$ cat config.mk
export PLATFORM = sky130hd
export DESIGN_NAME = ps2_key_fifo
export DESIGN_NICKNAME = d
export VERILOG_FILES = /design/src/rtl/ps2_key_fifo.sv
export SDC_FILE = /design/constraint.sdc
export NUM_CORES = 1
export LEC_CHECK = 0
export ABC_AREA = 1
export ABC_CLOCK_PERIOD_IN_PS = 2600
export CORE_ASPECT_RATIO = 1.25
export CORE_UTILIZATION = 45
export DETAILED_ROUTE_END_ITERATION = 10
export GPL_TIMING_DRIVEN = 0
export PLACE_DENSITY = 0.66
export SLEW_MARGIN = 15
export SYNTH_ARGS = -nofsm -noshare
export SYNTH_HDL_FRONTEND = slang
export SYNTH_SLANG_ARGS = --single-unit
$ cat constraint.sdc
create_clock -name clk -period 2.6 [get_ports clk]
set_input_delay 0.26 -clock clk [delete_from_list [all_inputs] [get_ports clk]]
set_output_delay 0.26 -clock clk [all_outputs]
set_load 0.03 [all_outputs]
$ cat src/rtl/ps2_key_fifo.sv
// PS/2 scan-code parser + show-ahead key FIFO: strips break sequences, tags E0 keys.
// Optional typematic repeat filter enabled by defining PS2_TYPEMATIC_FILTER_EN.
module ps2_key_fifo #(
  parameter  int unsigned DEPTH = 8,
  localparam int unsigned PTR_W = $clog2(DEPTH),
  localparam int unsigned CNT_W = PTR_W + 1
) (
  input  logic             clk,
  input  logic             rst,
  input  logic [7:0]       ps2_received_data,
  input  logic             ps2_received_data_strb,
  output logic [7:0]       key_code,
  output logic             key_ext,
  output logic             key_valid,
  input  logic             key_ready,
  output logic [CNT_W-1:0] fifo_count,
  output logic             fifo_overflow
);

  localparam logic [1:0] S_IDLE      = 2'd0;
  localparam logic [1:0] S_BREAK     = 2'd1;
  localparam logic [1:0] S_EXT       = 2'd2;
  localparam logic [1:0] S_EXT_BREAK = 2'd3;

  logic [1:0]       state_q, state_d;
  logic [PTR_W-1:0] rd_ptr_q, rd_ptr_d, wr_ptr_q, wr_ptr_d;
  logic [CNT_W-1:0] count_q, count_d;
  logic [8:0]       head_q, head_d;
  logic             valid_q, valid_d;
  logic             ovf_q, ovf_d;
  logic [8:0]       mem_q [DEPTH];

  logic             make_vld, make_ext, push_req, do_push, pop, full, is_drop;
  logic [8:0]       new_entry;

  // Status/ack bytes that never represent a key
  always_comb begin
    is_drop = 1'b0;
    case (ps2_received_data)
      8'h00, 8'hFF, 8'hAA, 8'hFA, 8'hFE, 8'hEE: is_drop = 1'b1;
      default:                                 is_drop = 1'b0;
    endcase
  end

  always_comb begin
    state_d  = state_q;
    make_vld = 1'b0;
    make_ext = 1'b0;
    if (ps2_received_data_strb) begin
      case (state_q)
        S_IDLE: begin
          if (ps2_received_data == 8'hF0)      state_d = S_BREAK;
          else if (ps2_received_data == 8'hE0) state_d = S_EXT;
          else if (!is_drop)                   make_vld = 1'b1;
        end
        S_EXT: begin
          if (ps2_received_data == 8'hF0)      state_d = S_EXT_BREAK;
          else if (ps2_received_data == 8'hE0) state_d = S_EXT;
          else begin
            state_d  = S_IDLE;
            make_vld = !is_drop;
            make_ext = 1'b1;
          end
        end
        default: state_d = S_IDLE;
      endcase
    end
  end

  assign new_entry = {make_ext, ps2_received_data};

`ifdef PS2_TYPEMATIC_FILTER_EN
  logic       held_vld_q, held_vld_d;
  logic [8:0] held_q, held_d;
  logic       brk_vld, brk_ext;

  // Held-key tracking suppresses auto-repeat makes until that key's break arrives
  always_comb begin
    brk_vld    = ps2_received_data_strb && (state_q == S_BREAK || state_q == S_EXT_BREAK);
    brk_ext    = (state_q == S_EXT_BREAK);
    push_req   = make_vld && !(held_vld_q && held_q == new_entry);
    held_vld_d = held_vld_q;
    held_d     = held_q;
    if (push_req) begin
      held_vld_d = 1'b1;
      held_d     = new_entry;
    end else if (brk_vld && held_vld_q && held_q == {brk_ext, ps2_received_data}) begin
      held_vld_d = 1'b0;
    end
  end

  always_ff @(posedge clk or negedge rst) begin
    if (!rst) begin
      held_vld_q <= 1'b0;
      held_q     <= 9'h000;
    end else begin
      held_vld_q <= held_vld_d;
      held_q     <= held_d;
    end
  end
`else
  assign push_req = make_vld;
`endif

  always_comb begin
    full     = (count_q == CNT_W'(DEPTH));
    pop      = (count_q != '0) && key_ready;
    do_push  = push_req && (!full || pop);
    ovf_d    = push_req && full && !pop;
    rd_ptr_d = rd_ptr_q + PTR_W'(pop);
    wr_ptr_d = wr_ptr_q + PTR_W'(do_push);
    count_d  = count_q + CNT_W'(do_push) - CNT_W'(pop);
    valid_d  = (count_d != '0);
    head_d   = head_q;
    // Next head is the entry being written this cycle when it lands at the new read pointer
    if (count_d != '0) begin
      if (do_push && wr_ptr_q == rd_ptr_d) head_d = new_entry;
      else                                 head_d = mem_q[rd_ptr_d];
    end
  end

  always_ff @(posedge clk) begin
    if (do_push) mem_q[wr_ptr_q] <= new_entry;
  end

  always_ff @(posedge clk or negedge rst) begin
    if (!rst) begin
      state_q  <= S_IDLE;
      rd_ptr_q <= '0;
      wr_ptr_q <= '0;
      count_q  <= '0;
      head_q   <= 9'h000;
      valid_q  <= 1'b0;
      ovf_q    <= 1'b0;
    end else begin
      state_q  <= state_d;
      rd_ptr_q <= rd_ptr_d;
      wr_ptr_q <= wr_ptr_d;
      count_q  <= count_d;
      head_q   <= head_d;
      valid_q  <= valid_d;
      ovf_q    <= ovf_d;
    end
  end

  assign key_code      = head_q[7:0];
  assign key_ext       = head_q[8];
  assign key_valid     = valid_q;
  assign fifo_count    = count_q;
  assign fifo_overflow = ovf_q;

endmodule

Word level (Yosys, flattened, before mapping)
Memories as Yosys holds them, arrays and structs flattened. A register that Yosys moved wholly into a read port is not among the register bits. Index checks and enable logic that the tools add are counted.

Add/subtract/negate cells: 4. Eq/ne operators: 10. Muxes and demuxes: 19. Reduce and logical (&&, ||, !) cells: 15.

Operator list (number): 8-bit == test (second input constant) (7); 1-bit 2-to-1 mux (13); 8-bit zero test (1); 2-bit 2-to-1 mux (4); 4-bit nonzero test (2); 3-bit by 1-bit adder with 3-bit output (2); 6-bit OR reduction (1); 4-bit by 1-bit adder with 4-bit output (1); 4-bit == test (second input constant) (1); 1-bit logical AND (4); 1-bit zero test (4); 2-bit one-hot mux with 2 select lines (1); 4-bit by 1-bit subtractor with 4-bit output (1); 3-bit != test (second input constant) (1); 2-bit == test (second input constant) (1); 2-bit zero test (1); 1-bit one-hot mux with 2 select lines (1); 2-bit AND reduction (1); 1-bit logical OR (1).

Register bits after elaboration: 14. Memory bits (writable): 72. Bits of input ports: 12. Output and inout port bits: 15. Word-level logic and storage cells: 55. Memories kept: 1.

Memories: mem_q (depth 8, bits a word 9, read ports 1, clocked after Yosys merged registers in 1, write ports 1, RTL line 31) `logic [8:0] mem_q [DEPTH];`.

Depth between registers and ports, before layout
Depth in word-level cells: 12. Mapped depth: 19. Depth with buffers taken out: 19.

Worst setup path before layout
No wires, ideal clock.

Path type: register to register. Start point: register count_q[1] (netlist: fifo_count[1]). End point: register head_q[0] (read register of mem_q). Setup time: 0.117 ns. Data arrival time: 2.553 ns. Data required time: 2.483 ns. Setup slack: -0.071 ns. Cell stages (with the launch flop): 18. Buffers on the path: 1. Period minus slack after synthesis: 2.671 ns. Cell sequence: dfrtp_1 or2_1 inv_2 nand2_1 nand2_1 nand3_2 inv_1 nor2_4 nand2_1 nand2_1 ha_1 fa_1 xor2_1 nor3_1 nand3_1 buf_2 nand3_1 nand2_1.

Cells in the longest elaborated chain, start to end: 7. Elaborated cells on any way between the ends: 10. Classes of those cells: add/sub (3); eq/ne (1); reduce/logical (6).

Ends and longest elaborated chain: from (decl) (RTL line 27) `logic [CNT_W-1:0] count_q, count_d;`; from (signal assigned) (RTL line 139) `count_q <= count_d;`; 4-bit == test or 4-bit nonzero test (tied branches) (RTL line 106, 107); 1-bit zero test or 1-bit logical AND (tied branches) (RTL line 108, 107); 1-bit logical OR (RTL line 108) `do_push = push_req && (!full || pop);`; 1-bit logical AND (RTL line 108); 4-bit by 1-bit adder with 4-bit output (RTL line 112) `count_d = count_q + CNT_W'(do_push) - CNT_W'(pop);`; 4-bit by 1-bit subtractor with 4-bit output * (RTL line 112); named net count_d[2] (RTL line 27); 4-bit nonzero test *; named net valid_d (RTL line 29) `logic valid_q, valid_d;`; to (decl) (RTL line 28) `logic [8:0] head_q, head_d;`.

The timed path passes the listed nets; every way through them passes the cells marked *. A chain may end at the register's enable or synchronous reset.

Final worst setup path
Start point: register state_q[0]. End point: register head_q[5] (read register of mem_q).

Cells in the longest elaborated chain, start to end: 7. Elaborated cells on any way between the ends: 8. Classes of those cells: add/sub (2); eq/ne (1); mux (2); reduce/logical (3).

Ends and longest elaborated chain: from (decl) (RTL line 25) `logic [1:0] state_q, state_d;`; from (signal assigned) (RTL line 136) `state_q <= state_d;`; 2-bit == test or 2-bit zero test (tied branches) (RTL line 50) `case (state_q)`; 1-bit one-hot mux with 2 select lines * (RTL line 50); 1-bit 2-to-1 mux * (RTL line 49) `if (ps2_received_data_strb) begin`; 1-bit logical AND * (RTL line 108); 4-bit by 1-bit adder with 4-bit output * (RTL line 112); 4-bit by 1-bit subtractor with 4-bit output * (RTL line 112); named net count_d[1] (RTL line 27); 4-bit nonzero test *; named net valid_d (RTL line 29).

Marked as above.

==> results.txt <==
worst-case clock buffer depth: 2
CP max FO: 5
DRT Pass-1 Iters: 4
final setup TNS: 0 ps
fmax: 0.387 GHz
Peak VDD IR: 0.000919 V
largest net degree at the start of global routing: 24
Starting Density: 46.2%
layout cells sized above 1: 22.1%
area of the multi-input gates: 1410 um2
normalized max-slew margin: 36.6%
# rows: 39
remaining global-route overflow: 0
Layout Utilization: 56.9%
most instantiated cells after synthesis: edfxtp_1, nand2_1, nor2_1
H-Tree Level Count: 3
fin nets: 451
critical path type: register to register
cell area after placement: 4630 um2
Worst-Margin Slew: 948 ps
count of cell types in the netlist: 36
Crit. End Element: register
Post-synth EDFFs: 72
final total power: 7190 uW
hold crit path type: input port to register
first-pass GRT wire length: 15200 um
unrepaired setup endpoints after global routing: true
Synth Cell Area: 4210 um2
CTS Buf Count: 9
initial drt markers: 217
leakage: 0.00205 uW
Tcrit/Tclk final: 99.3%
vias in the first global route: 2954
worst hold-check slack: 199 ps
DR vias/cell: 5.27
post-route ant nets: 0
DRC: 0
critical path data arrival time: 2810 ps
clock sink total: 95
max-cap violations: 0
Slew Limit Fails: 0
top-level port count: 27
full die area: 9750 um2
clk_skew: 6.74 ps
WL per Instance: 17.0 um
initial antenna violation count: 0
CTS tree: yes
cell count after synthesis: 379
Synth Flop Type: edfxtp_1
root buffer cell: clkbuf_16
post-synthesis sequential area ratio: 65.0%
Die X: 88.5 um
Area Overhead vs Synth: 23.4%
Global Route Usage Sum: 21.9%
Reg area: 2740 um2
CP Launch Type: register
clock slew at reported path FFs: 60 ps
Port Buf Inserts: 26
Power Dens Cells: 1380 nW/um2
status: complete, no violations
most frequent cell after synthesis: edfxtp_1
fin crit period: 2580 ps
DR vias: 2933
drt total wl: 9480 um
Async S/R FF share, synth: 24.2%
area share of the largest cell type after synthesis: 51.3%
synth top area cells: edfxtp_1, dfrtp_1, nand2_1
final count of hold timing violations: 0
YS warnings: 0
mean area per synthesized cell: 11.1 um2
Final setup viols: 0
ANT cells: 0
Synth Net Count: 401
CP required: 2830 ps
Synth area leader: edfxtp_1
die height: 110 um
Detailed Place HPWL: 6420 um
register bit total from synthesis: 95
core area: 9130 um2
Final GP Congestion: 0.892
Finished Cell Area: 5190 um2
clock latency on the worst-skew pair: 340 ps
Fill cells: 752
[flip-flops by register name, summed over array words and instances, names as in the netlist]
register and flops:
fifo_count 4, state_q 2, mem_q 72, rd_ptr_q 3, key_valid 1, wr_ptr_q 3, fifo_overflow 1, head_q 9
[placed cells by master (no fill, tap or decap), drive strengths merged]
cell / count
inv: 28
a21oi: 2
ha: 9
dlymetal6s2s: 1
nand4: 11
clkinv: 5
nand2: 67
nor3: 2
o2111ai: 1
a21o: 1
dlygate4sd3: 1
clkbuf: 15
nor2: 67
o22ai: 4
fa: 1
buf: 22
o21ai: 42
xnor2: 1
edfxtp: 72
clkdlybuf4s50: 16
o221ai: 5
o211ai: 9
clkdlybuf4s15: 7
dfrtp: 23
bufinv: 1
xor2: 3
or2: 2
nand3: 16
[metrics by stage]
stage / instances / worst slack (ps)
finish: 557 / 18.4
global route: 557 / -89.1
CTS: 553 / -60.1
detailed placement: 528 / -870
global placement: 528 / -797
floorplan: 379 / 9.80
[layer usage]
layer | up-vias | global-route usage, % | part of all wire [%]
met3 | 17 | 4.99 | 4.7
li1 | 1423 | - | -
met1 | 1415 | 27.2 | 42
met2 | 78 | 36.6 | 51
met4 | 0 | 9.56 | 1.9
met5 | - | 0 | 0
[cells by family (layout without fill, tap and decap cells)]
logic type,Yosys count,in the layout,share of synthesized area [%]
AO/OA/AOI/OAI,64,64,8.85
XOR/XNOR,4,4,1.01
adder cells (fa/ha/maj),10,10,3.15
buffers and inverters,41,96,4.22
flip-flops,95,95,65.0
AND/OR/NAND/NOR,165,165,17.8
[final timing paths]
check                                  startpoint            end  slack, ps  depth (start not counted)
min reg2reg                             head_q[8]      head_q[8]        480                          2
min                        ps2_received_data_strb     state_q[0]        200                          2
max in group asynchronous                     rst  fifo_count[1]       1780                          2
max                                    state_q[0]      head_q[5]         20                         16
min in group asynchronous                     rst      head_q[4]        430                          2
max reg2reg                            state_q[0]      head_q[5]         20                         16
[timing repair]
item / CTS / global route
pin swaps: 26 / 18
hold endpoints to repair: 0 / 23
setup endpoints to repair: 67 / 10
resized for setup: 52 / 28
buffers inserted: 8 / 3
gates cloned: 1 / 0
hold buffers: 0 / 1
[critical path, cell delays in order (launching register included)]
cell	delay, ps
dfrtp_1	390
inv_1	70
nand2_1	60
a21oi_1	120
nand2_1	80
nor2_2	140
inv_2	80
nor2_4	90
nand2_1	60
nand2_1	60
ha_2	190
fa_2	480
nor3_4	220
nand3_2	160
buf_6	180
nand3_2	60
nand2_1	50
[layout make-up]
cell class	count	share of cell area [%]
clock inverters	7	1.35
flip-flops and latches	95	52.7
repair buffers	39	7.11
well taps	123	2.96
inverters	27	2.07
plain buffers	14	2.24
multi-input cells	243	27.2
clock buffers	9	4.34
[report_power, final]
| group | switching [uW] | internal [uW] |
|---|---|---|
| Sequential | 141 | 2000 |
| Combinational | 2310 | 1440 |
| Clock | 550 | 746 |
Note: power is estimated with default switching activity, not from simulation.
